[config.mk]
export PLATFORM = sky130hd
export DESIGN_NAME = mem_arbiter_flat
export DESIGN_NICKNAME = d
export VERILOG_FILES = /design/src/rtl/mem_arb_pkg.sv /design/src/rtl/mem_arbiter_if.sv /design/src/rtl/mem_arb_pick.sv /design/src/rtl/mem_arbiter.sv /design/src/flat_wrapper.sv
export SDC_FILE = /design/constraint.sdc
export NUM_CORES = 1
export LEC_CHECK = 0
export BUFFER_PORTS_ARGS = -buffer_cell sky130_fd_sc_hd__buf_2
export CAP_MARGIN = 20
export CORE_MARGIN = 1
export CORE_UTILIZATION = 48
export CTS_CLUSTER_DIAMETER = 60
export DETAILED_ROUTE_END_ITERATION = 12
export PLACE_DENSITY = 0.81
export REMOVE_ABC_BUFFERS = 1
export SYNTH_ARGS = -nofsm -noshare
export SYNTH_HDL_FRONTEND = slang
export SYNTH_SLANG_ARGS = --single-unit
[constraint.sdc]
create_clock -name clk -period 2.2 [get_ports clk]
set_input_delay 0.44 -clock clk [delete_from_list [all_inputs] [get_ports clk]]
set_output_delay 0.44 -clock clk [all_outputs]
set_load 0.05 [all_outputs]
[src/rtl/mem_arb_pkg.sv]
// Shared types and constants for the unified-memory arbiter.
package mem_arb_pkg;

  localparam int WS_CNT_W = 4;

  typedef enum logic [1:0] {
    IDLE   = 2'd0,
    ACCESS = 2'd1,
    RESP   = 2'd2
  } state_t;

  typedef enum logic {
    GNT_IF = 1'b0,
    GNT_D  = 1'b1
  } grant_t;

endpackage

[src/rtl/mem_arbiter_if.sv]
// Bus bundle between the processor ports, the arbiter and the single-port memory.
interface mem_arbiter_if #(
  parameter int DATA_W = 16,
  parameter int ADDR_W = 11
);
  logic              if_req;
  logic [ADDR_W-1:0] if_addr;
  logic [DATA_W-1:0] if_rdata;
  logic              if_ready;

  logic              d_req;
  logic              d_we;
  logic [ADDR_W-1:0] d_addr;
  logic [DATA_W-1:0] d_wdata;
  logic [DATA_W-1:0] d_rdata;
  logic              d_ready;

  logic              mem_en;
  logic              mem_we;
  logic [ADDR_W-1:0] mem_addr;
  logic [DATA_W-1:0] mem_wdata;
  logic [DATA_W-1:0] mem_rdata;

  logic              busy;

  // Arbiter view.
  modport slave (
    input  if_req, if_addr, d_req, d_we, d_addr, d_wdata, mem_rdata,
    output if_rdata, if_ready, d_rdata, d_ready,
    output mem_en, mem_we, mem_addr, mem_wdata, busy
  );

  // Processor and memory view.
  modport master (
    output if_req, if_addr, d_req, d_we, d_addr, d_wdata, mem_rdata,
    input  if_rdata, if_ready, d_rdata, d_ready,
    input  mem_en, mem_we, mem_addr, mem_wdata, busy
  );
endinterface

[src/rtl/mem_arb_pick.sv]
// Combinational grant selector. MEM_ARB_ROUND_ROBIN_EN selects round-robin tie-break;
// otherwise the data port always wins a tie.
module mem_arb_pick
  import mem_arb_pkg::*;
(
  input  logic   if_req,
  input  logic   d_req,
  input  grant_t last_grant,
  output grant_t grant
);

  always_comb begin
    grant = GNT_D;
`ifdef MEM_ARB_ROUND_ROBIN_EN
    if (if_req && d_req) begin
      grant = (last_grant == GNT_D) ? GNT_IF : GNT_D;
    end else if (if_req) begin
      grant = GNT_IF;
    end
`else
    if (if_req && !d_req) begin
      grant = GNT_IF;
    end
`endif
  end

`ifndef MEM_ARB_ROUND_ROBIN_EN
  // Fixed priority ignores history.
  logic unusedLastGrant;
  assign unusedLastGrant = last_grant;
`endif

endmodule

[src/rtl/mem_arbiter.sv]
// Shares one single-port synchronous memory between the fetch and data ports.
// Round-robin tie-break is built when MEM_ARB_ROUND_ROBIN_EN is defined.
module mem_arbiter
  import mem_arb_pkg::*;
#(
  parameter int DATA_W      = 16,
  parameter int ADDR_W      = 11,
  parameter int WAIT_STATES = 0
) (
  input logic          clk,
  input logic          reset,
  mem_arbiter_if.slave bus
);

  localparam logic [WS_CNT_W-1:0] WS_INIT     = WS_CNT_W'(WAIT_STATES);
  localparam logic [WS_CNT_W-1:0] CNT_ONE     = WS_CNT_W'(1);
  localparam logic                WE_IN_FIRST = (WAIT_STATES == 0);

  state_t              state;
  logic [WS_CNT_W-1:0] waitCnt;
  grant_t              gnt;
  logic                latchedWe;
  logic                memEn;
  logic                memWe;
  logic [ADDR_W-1:0]   memAddr;
  logic [DATA_W-1:0]   memWdata;
  logic                ifReady;
  logic                dReady;
  logic [DATA_W-1:0]   ifRdataReg;
  logic [DATA_W-1:0]   dRdataReg;

  grant_t pick;
  grant_t lastGrant;
  logic   anyReq;
  logic   pickWe;

  assign anyReq = bus.if_req | bus.d_req;
  assign pickWe = (pick == GNT_D) & bus.d_we;

  mem_arb_pick uPick (
    .if_req     (bus.if_req),
    .d_req      (bus.d_req),
    .last_grant (lastGrant),
    .grant      (pick)
  );

`ifdef MEM_ARB_ROUND_ROBIN_EN
  always_ff @(posedge clk) begin
    if (reset) begin
      lastGrant <= GNT_IF;
    end else if (state == IDLE && anyReq) begin
      lastGrant <= pick;
    end
  end
`else
  assign lastGrant = GNT_IF;
`endif

  always_ff @(posedge clk) begin
    if (reset) begin
      state      <= IDLE;
      waitCnt    <= '0;
      gnt        <= GNT_D;
      latchedWe  <= 1'b0;
      memEn      <= 1'b0;
      memWe      <= 1'b0;
      memAddr    <= '0;
      memWdata   <= '0;
      ifReady    <= 1'b0;
      dReady     <= 1'b0;
      ifRdataReg <= '0;
      dRdataReg  <= '0;
    end else begin
      ifReady <= 1'b0;
      dReady  <= 1'b0;
      case (state)
        // Grant and latch the request; the memory strobes are registered here.
        IDLE: begin
          if (anyReq) begin
            gnt       <= pick;
            latchedWe <= pickWe;
            memAddr   <= (pick == GNT_D) ? bus.d_addr : bus.if_addr;
            if (pick == GNT_D) begin
              memWdata <= bus.d_wdata;
            end
            memEn     <= 1'b1;
            memWe     <= pickWe & WE_IN_FIRST;
            waitCnt   <= WS_INIT;
            state     <= ACCESS;
          end
        end
        // Write strobe lands only in the last access cycle.
        ACCESS: begin
          if (waitCnt == '0) begin
            state <= RESP;
            memEn <= 1'b0;
            memWe <= 1'b0;
            if (gnt == GNT_D) begin
              dReady <= 1'b1;
            end else begin
              ifReady <= 1'b1;
            end
          end else begin
            waitCnt <= waitCnt - CNT_ONE;
            memWe   <= latchedWe & (waitCnt == CNT_ONE);
          end
        end
        // Read data arrives now; keep a copy for the hold-after-ready behaviour.
        RESP: begin
          state <= IDLE;
          if (!latchedWe) begin
            if (gnt == GNT_D) begin
              dRdataReg <= bus.mem_rdata;
            end else begin
              ifRdataReg <= bus.mem_rdata;
            end
          end
        end
        default: state <= IDLE;
      endcase
    end
  end

  assign bus.if_rdata  = ifReady ? bus.mem_rdata : ifRdataReg;
  assign bus.d_rdata   = (dReady && !latchedWe) ? bus.mem_rdata : dRdataReg;
  assign bus.if_ready  = ifReady;
  assign bus.d_ready   = dReady;
  assign bus.mem_en    = memEn;
  assign bus.mem_we    = memWe;
  assign bus.mem_addr  = memAddr;
  assign bus.mem_wdata = memWdata;
  assign bus.busy      = (state != IDLE);

endmodule

[src/flat_wrapper.sv]
// flat-port wrapper written by rule: the top's interface ports become plain ports
module mem_arbiter_flat import mem_arb_pkg::*;
#(
  parameter int DATA_W      = 16,
  parameter int ADDR_W      = 11,
  parameter int WAIT_STATES = 0
)
  (clk, reset, bus_if_req, bus_if_addr, bus_d_req, bus_d_we, bus_d_addr, bus_d_wdata, bus_mem_rdata, bus_if_rdata, bus_if_ready, bus_d_rdata, bus_d_ready, bus_mem_en, bus_mem_we, bus_mem_addr, bus_mem_wdata, bus_busy);
  mem_arbiter_if #(.DATA_W(DATA_W), .ADDR_W(ADDR_W)) bus_i ();
  input logic clk;
  input logic reset;
  input wire logic [$bits(bus_i.if_req)-1:0] bus_if_req;
  input wire logic [$bits(bus_i.if_addr)-1:0] bus_if_addr;
  input wire logic [$bits(bus_i.d_req)-1:0] bus_d_req;
  input wire logic [$bits(bus_i.d_we)-1:0] bus_d_we;
  input wire logic [$bits(bus_i.d_addr)-1:0] bus_d_addr;
  input wire logic [$bits(bus_i.d_wdata)-1:0] bus_d_wdata;
  input wire logic [$bits(bus_i.mem_rdata)-1:0] bus_mem_rdata;
  output wire logic [$bits(bus_i.if_rdata)-1:0] bus_if_rdata;
  output wire logic [$bits(bus_i.if_ready)-1:0] bus_if_ready;
  output wire logic [$bits(bus_i.d_rdata)-1:0] bus_d_rdata;
  output wire logic [$bits(bus_i.d_ready)-1:0] bus_d_ready;
  output wire logic [$bits(bus_i.mem_en)-1:0] bus_mem_en;
  output wire logic [$bits(bus_i.mem_we)-1:0] bus_mem_we;
  output wire logic [$bits(bus_i.mem_addr)-1:0] bus_mem_addr;
  output wire logic [$bits(bus_i.mem_wdata)-1:0] bus_mem_wdata;
  output wire logic [$bits(bus_i.busy)-1:0] bus_busy;
  assign bus_i.if_req = bus_if_req;
  assign bus_i.if_addr = bus_if_addr;
  assign bus_i.d_req = bus_d_req;
  assign bus_i.d_we = bus_d_we;
  assign bus_i.d_addr = bus_d_addr;
  assign bus_i.d_wdata = bus_d_wdata;
  assign bus_i.mem_rdata = bus_mem_rdata;
  assign bus_if_rdata = bus_i.if_rdata;
  assign bus_if_ready = bus_i.if_ready;
  assign bus_d_rdata = bus_i.d_rdata;
  assign bus_d_ready = bus_i.d_ready;
  assign bus_mem_en = bus_i.mem_en;
  assign bus_mem_we = bus_i.mem_we;
  assign bus_mem_addr = bus_i.mem_addr;
  assign bus_mem_wdata = bus_i.mem_wdata;
  assign bus_busy = bus_i.busy;
  mem_arbiter #(.DATA_W(DATA_W), .ADDR_W(ADDR_W), .WAIT_STATES(WAIT_STATES)) u_core (.clk(clk), .reset(reset), .bus(bus_i));
endmodule
==> Word-level counts from Yosys, hierarchy flattened <==
Index checks and enable logic that the tools add are counted.
{ "word_totals": {"regBits": 71, "out_inout_bits": 64, "wordCells": 62} }
{ "op_classes": {"n_addsub": 1, "n_eq_ne": 6, "muxes": 18, "n_bitwise": 8, "reduce_logical": 17} }
{ "ops": {"columns": ["cell", "count"], "rows": [
  ["16-bit 2-to-1 mux", 2],
  ["3-bit AND reduction", 5],
  ["11-bit 2-to-1 mux", 1],
  ["4-bit 2-to-1 mux", 2],
  ["4-bit case mux with 2 select lines", 1],
  ["1-bit 2-to-1 mux", 7],
  ["2-bit AND reduction", 3],
  ["1-bit NOT", 5],
  ["4-bit by 1-bit equality test with 1-bit output (second input constant)", 1],
  ["4-bit zero test", 1],
  ["2-bit 2-to-1 mux", 2],
  ["2-bit by 1-bit != test with 1-bit output (second input constant)", 2],
  ["1-bit case mux with 2 select lines", 2],
  ["2-bit case mux with 2 select lines", 1],
  ["2-bit nonzero test", 2],
  ["4-bit by 1-bit subtractor with 4-bit output (second input constant)", 1],
  ["3-bit OR reduction", 1],
  ["1-bit AND", 2],
  ["2-bit by 1-bit equality test with 1-bit output (second input constant)", 1],
  ["2-bit equality test (second input constant)", 1],
  ["1-bit logical AND", 2],
  ["1-bit zero test", 2],
  ["2-bit zero test", 1],
  ["2-bit != test (second input constant)", 1],
  ["1-bit OR", 1]
]} }

==> Depth between registers and ports, before layout <==
{ "logic_depth": {"depth_word": 6, "depth_mapped": 6} }

==> Hierarchy <==
From an unflattened synthesis, not the netlist that was laid out.
{ "unflattened": {"hier_cells": 369, "hier_area_um2": 3213.1} }
{ "modules_own_cells": {"columns": ["mod", "instances", "cells_each", "area_each_um2"], "rows": [
  ["mem_arbiter", 1, 368, 3206.8],
  ["mem_arb_pick", 1, 1, 6.3]
]} }

==> Worst setup path after synthesis <==
OpenSTA, ideal clock, no wires.
{ "synth_path": {"kind": "register to output", "from": "register u_core.ifReady (netlist: u_core.bus.if_ready)", "to": "output bus_if_rdata[10]", "t_arrival_ps": 1638, "required_time_ps": 1760, "path_slack_ps": 122, "stages_incl_launch_ff": 4, "cell_sequence": "dfxtp_1 -> clkbuf_1 -> buf_2 -> mux2_2"} }
{ "synth_between": {"elab_chain_len": 1} }
{ "synth_lines": {"columns": ["element", "line", "source"], "rows": [
  ["from (decl)", "mem_arbiter.sv:27", "logic ifReady;"],
  ["from (signal assigned)", "mem_arbiter.sv:69", "ifReady <= 1'b0;"],
  ["from (signal assigned)", "mem_arbiter.sv:74", "ifReady <= 1'b0;"],
  ["from (signal assigned)", "mem_arbiter.sv:101", "ifReady <= 1'b1;"],
  ["16-bit 2-to-1 mux", "mem_arbiter.sv:124", "assign bus.if_rdata = ifReady ? bus.mem_rdata : ifRdataReg;"],
  ["to (decl)", "flat_wrapper.sv:19", "output wire logic [$bits(bus_i.if_rdata)-1:0] bus_if_rdata;"]
]} }
No other way between the ends.

==> Worst setup path in the final report <==
{ "layout_path": {"from": "register u_core.latchedWe", "to": "output bus_d_rdata[4]"} }
{ "layout_between": {"elab_chain_len": 3} }
{ "layout_lines": {"columns": ["element", "line", "source"], "rows": [
  ["from (decl)", "mem_arbiter.sv:22", "logic latchedWe;"],
  ["from (signal assigned)", "mem_arbiter.sv:81", "latchedWe <= pickWe;"],
  ["1-bit zero test", null, null],
  ["1-bit logical AND", "mem_arbiter.sv:125", "assign bus.d_rdata = (dReady && !latchedWe) ? bus.mem_rdata : dRdataReg;"],
  ["16-bit 2-to-1 mux", "mem_arbiter.sv:125", null],
  ["to (decl)", "flat_wrapper.sv:21", "output wire logic [$bits(bus_i.d_rdata)-1:0] bus_d_rdata;"]
]} }
No other way between the ends.

==> flow_metrics.env <==
export IMPL_status="complete, no violations"
export IMPL_clkSlewWorstSetupHoldPaths_ns=0.07
export IMPL_syn_area_per_cell_um2=8.686
export IMPL_port_buffers=122
export IMPL_crit_type="flip-flop to primary output"
export IMPL_multi_input_area_mm2=0.001578
export IMPL_synthesis_area_mm2=0.003144
export IMPL_rows=29
export IMPL_final_max_slew_viol_count=0
export IMPL_reg2reg_from="u_core.state[0]"
export IMPL_num_nets_final=537
export IMPL_synth_mux_area_frac=0.1496
export IMPL_holdPathEnd="u_core.bus.mem_wdata[3]"
export IMPL_core_mm2=0.006350
export IMPL_maxCapViolations=0
export IMPL_power_leakage_nw=1.867
export IMPL_grt_max_degree=31
export IMPL_hp_class="input pin to flip-flop"
export IMPL_max_slew_margin_rel=0.4096
export IMPL_via_count=2954
export IMPL_antenna_found_initial=0
export IMPL_fmax_mhz=477.9
export IMPL_drt_initial_drc_count=94
export IMPL_final_cell_mix="buf_2, nand2_1, dfxtp_1"
export IMPL_grt_setup_unrepaired="false"
export IMPL_ant_nets=0
export IMPL_yosys_cell_types_count=35
export IMPL_hold_depth=3
export IMPL_overflow=0
export IMPL_place_gp_congestion=0.8813
export IMPL_ys_ff_latch=71
export IMPL_synth_cells=362
export IMPL_setup_tns_final_ns=0
export IMPL_end_kind="primary output"
export IMPL_area_delta_synth_final_pct=28.45
export IMPL_cts_buffer_depth=2
export IMPL_start_util=0.4952
export IMPL_critPathLaunchType="flip-flop"
export IMPL_synth_xor_area_share=0
export IMPL_cp_max_fo=16
export IMPL_first_global_vias=2791
export IMPL_reg2reg_setup_slack_ns=0.34
export IMPL_grt_use_total=0.2239
export IMPL_fp_dieH_um=82.94
export IMPL_setup_viol=0
export IMPL_cts_root_buf="clkbuf_8"
export IMPL_dr_pass1_iters=7
export IMPL_via_per_inst=5.303
export IMPL_yosysSeqAreaShare=0.4520
export IMPL_min_delay_start="bus_d_wdata[3]"
export IMPL_dp_hpwl_mm=5.232
export IMPL_finalNonFillerCells=557
export IMPL_cts_tree="built"
export IMPL_routedWlPerCell_um=13.60
export IMPL_htreeDepth=3
export IMPL_whs_ns=0.3284
export IMPL_final_common_cell="buf_2"
export IMPL_clock_sinks=71
export IMPL_dieWidth_um=82.94
export IMPL_synth_compound_area_frac=0.1552
export IMPL_ctsHoldBuffers=0
export IMPL_seq_area_mm2=0.001423
export IMPL_yosysWarningCount=0
export IMPL_pin_count=123
export IMPL_fin_crit_ns=2.092
export IMPL_drc_errors=0
export IMPL_cp_required_ns=1.76
export IMPL_wl_mm=7.575
export IMPL_tightest_slew_ns=0.8823
export IMPL_n_antenna_cell=0
export IMPL_fin_ws_ns=0.1077
export IMPL_cts_setup_buffers=0
export IMPL_critPathArrivalTime_ns=1.65
export IMPL_grt_pass1_wl_mm=12.52
export IMPL_numCtsBuffers=9
export IMPL_yosys_area_share_simple=0.1830
export IMPL_hold_viol=0
export IMPL_pwr_share_clk=0.363
export IMPL_synth_top_family_by_area="simple AND/OR/NAND/NOR gates"
export IMPL_p_sw_mw=1.013
export IMPL_combPwrFrac=0.209
export IMPL_fin_crit_sh=0.9510
export IMPL_synth_adder_area_share=0.01194
export IMPL_rr_worst_depth=4
export IMPL_final_layout_size_suffix_gt1_frac=0.3896
export IMPL_fillerInstances=540
export IMPL_p_int_mw=2.262
export IMPL_seqPwrFrac=0.428
export IMPL_switching_share=0.3092
export IMPL_die_area_mm2=0.006878
export IMPL_dp_cells=541
export IMPL_fin_worst_skew_ns=0.009296
export IMPL_worstSkewPairLatency_ns=0.34
export IMPL_post_place_ws_ns=0.3302
export IMPL_p_per_area_mw_per_mm2=810.9
export IMPL_peakVddDrop_mv=0.4340
export IMPL_timing_rr_end="u_core.bus.mem_addr[6]"
==> area by class of cell <==
cell class | count | area share
clock buffer | 12 | 0.03841
sequential | 71 | 0.3522
timing repair buffer | 130 | 0.1701
multi-input combinational | 257 | 0.3906
inverter | 6 | 0.005576
clock inverter | 4 | 0.01921
tap | 77 | 0.02385
==> cell usage after synthesis <==
master,number,share of area
buf_6,1,0.0036
o32a_1,1,0.0032
clkbuf_2,1,0.0016
nor4bb_1,1,0.0032
nand2_1,99,0.12
nor2_1,3,0.0036
or4b_4,1,0.0044
nor3b_2,1,0.0040
clkbuf_1,16,0.019
mux2_2,32,0.11
or3b_2,1,0.0028
nor4b_4,1,0.0076
a211o_1,1,0.0028
a21oi_2,1,0.0028
o21ai_0,5,0.0080
dfxtp_1,71,0.45
a21oi_1,64,0.10
or4_1,2,0.0048
inv_1,6,0.0072
buf_4,1,0.0024
and2_1,1,0.0020
ha_1,3,0.012
nor4_1,1,0.0020
nand2b_4,1,0.0044
nor3_1,2,0.0032
nor3b_1,1,0.0024
or4b_1,1,0.0032
a211oi_1,13,0.031
mux2i_1,11,0.035
o221ai_1,2,0.0056
nand4bb_1,1,0.0036
or2_2,2,0.0040
nand2b_1,2,0.0040
buf_2,9,0.014
or3_1,3,0.0060
==> cells by family after synthesis <==
| logic type | Yosys count |
|---|---|
| flops | 71 |
| mux | 43 |
| simple gates | 124 |
| compound gates | 87 |
| fa+ha+maj | 3 |
| buf+inv | 34 |
==> metrics by stage <==
stage / power (mW) / instance area [um^2] / utilization
final: 3.275 / 4039 / 0.6361
after global routing: 3.410 / 4039 / 0.6361
after CTS: 3.305 / 4035 / 0.6355
after detailed placement: 2.116 / 3801 / 0.5986
after global placement: 2.101 / 3801 / 0.5986
after floorplan: 1.893 / 3015 / -
==> state kept, by name (all words and copies together), names as in the netlist <==
signal and flops:
u_core.bus.mem_wdata 16, u_core.waitCnt 4, u_core.dRdataReg 16, u_core.gnt 1, u_core.bus.d_ready 1, u_core.bus.mem_we 1, u_core.bus.if_ready 1, u_core.bus.mem_en 1
u_core.ifRdataReg 16, u_core.latchedWe 1, u_core.bus.mem_addr 11, u_core.state 2
==> worst max-delay path: stages (launching register included) <==
cell,delay (ns)
dfxtp_2,0.41
nand2b_1,0.14
buf_6,0.20
mux2_2,0.36
buf_2,0.21
==> repair_timing <==
| action | 4_1_cts | 5_1_grt |
|---|---|---|
| resized for setup | 1 | 1 |
| endpoints found under the setup margin | 16 | 1 |
| endpoints found under the hold margin | 0 | 0 |
| pin swaps | 0 | 0 |
==> power groups by stage <==
stage / Clock, mW / Combinational, mW / Sequential, mW
after floorplan: 0 / 0.293 / 1.60
after global placement: 0 / 0.673 / 1.43
after detailed placement: 0 / 0.685 / 1.43
after CTS: 1.22 / 0.687 / 1.40
after global routing: 1.27 / 0.729 / 1.41
final: 1.19 / 0.685 / 1.40
==> how the worst max path moves through the flow <==
stage                      from                     end  depth (start not counted)
2_1_floorplan   u_core.state[0]  u_core.bus.mem_addr[0]                          4
3_3_place_gp   u_core.latchedWe         bus_d_rdata[10]                          4
3_5_place_dp   u_core.latchedWe         bus_d_rdata[11]                          4
4_1_cts        u_core.latchedWe         bus_d_rdata[12]                          4
5_1_grt        u_core.latchedWe         bus_d_rdata[12]                          4
6_report       u_core.latchedWe          bus_d_rdata[4]                          4
==> routing by layer <==
layer,vias up,wire [um],global-route usage
li1,1471,-,-
met1,1381,3317,0.2601
met2,89,3723,0.3912
met3,13,383,0.04473
met4,0,150,0.1113
met5,-,0,0
(Power assumes the default switching activity.)
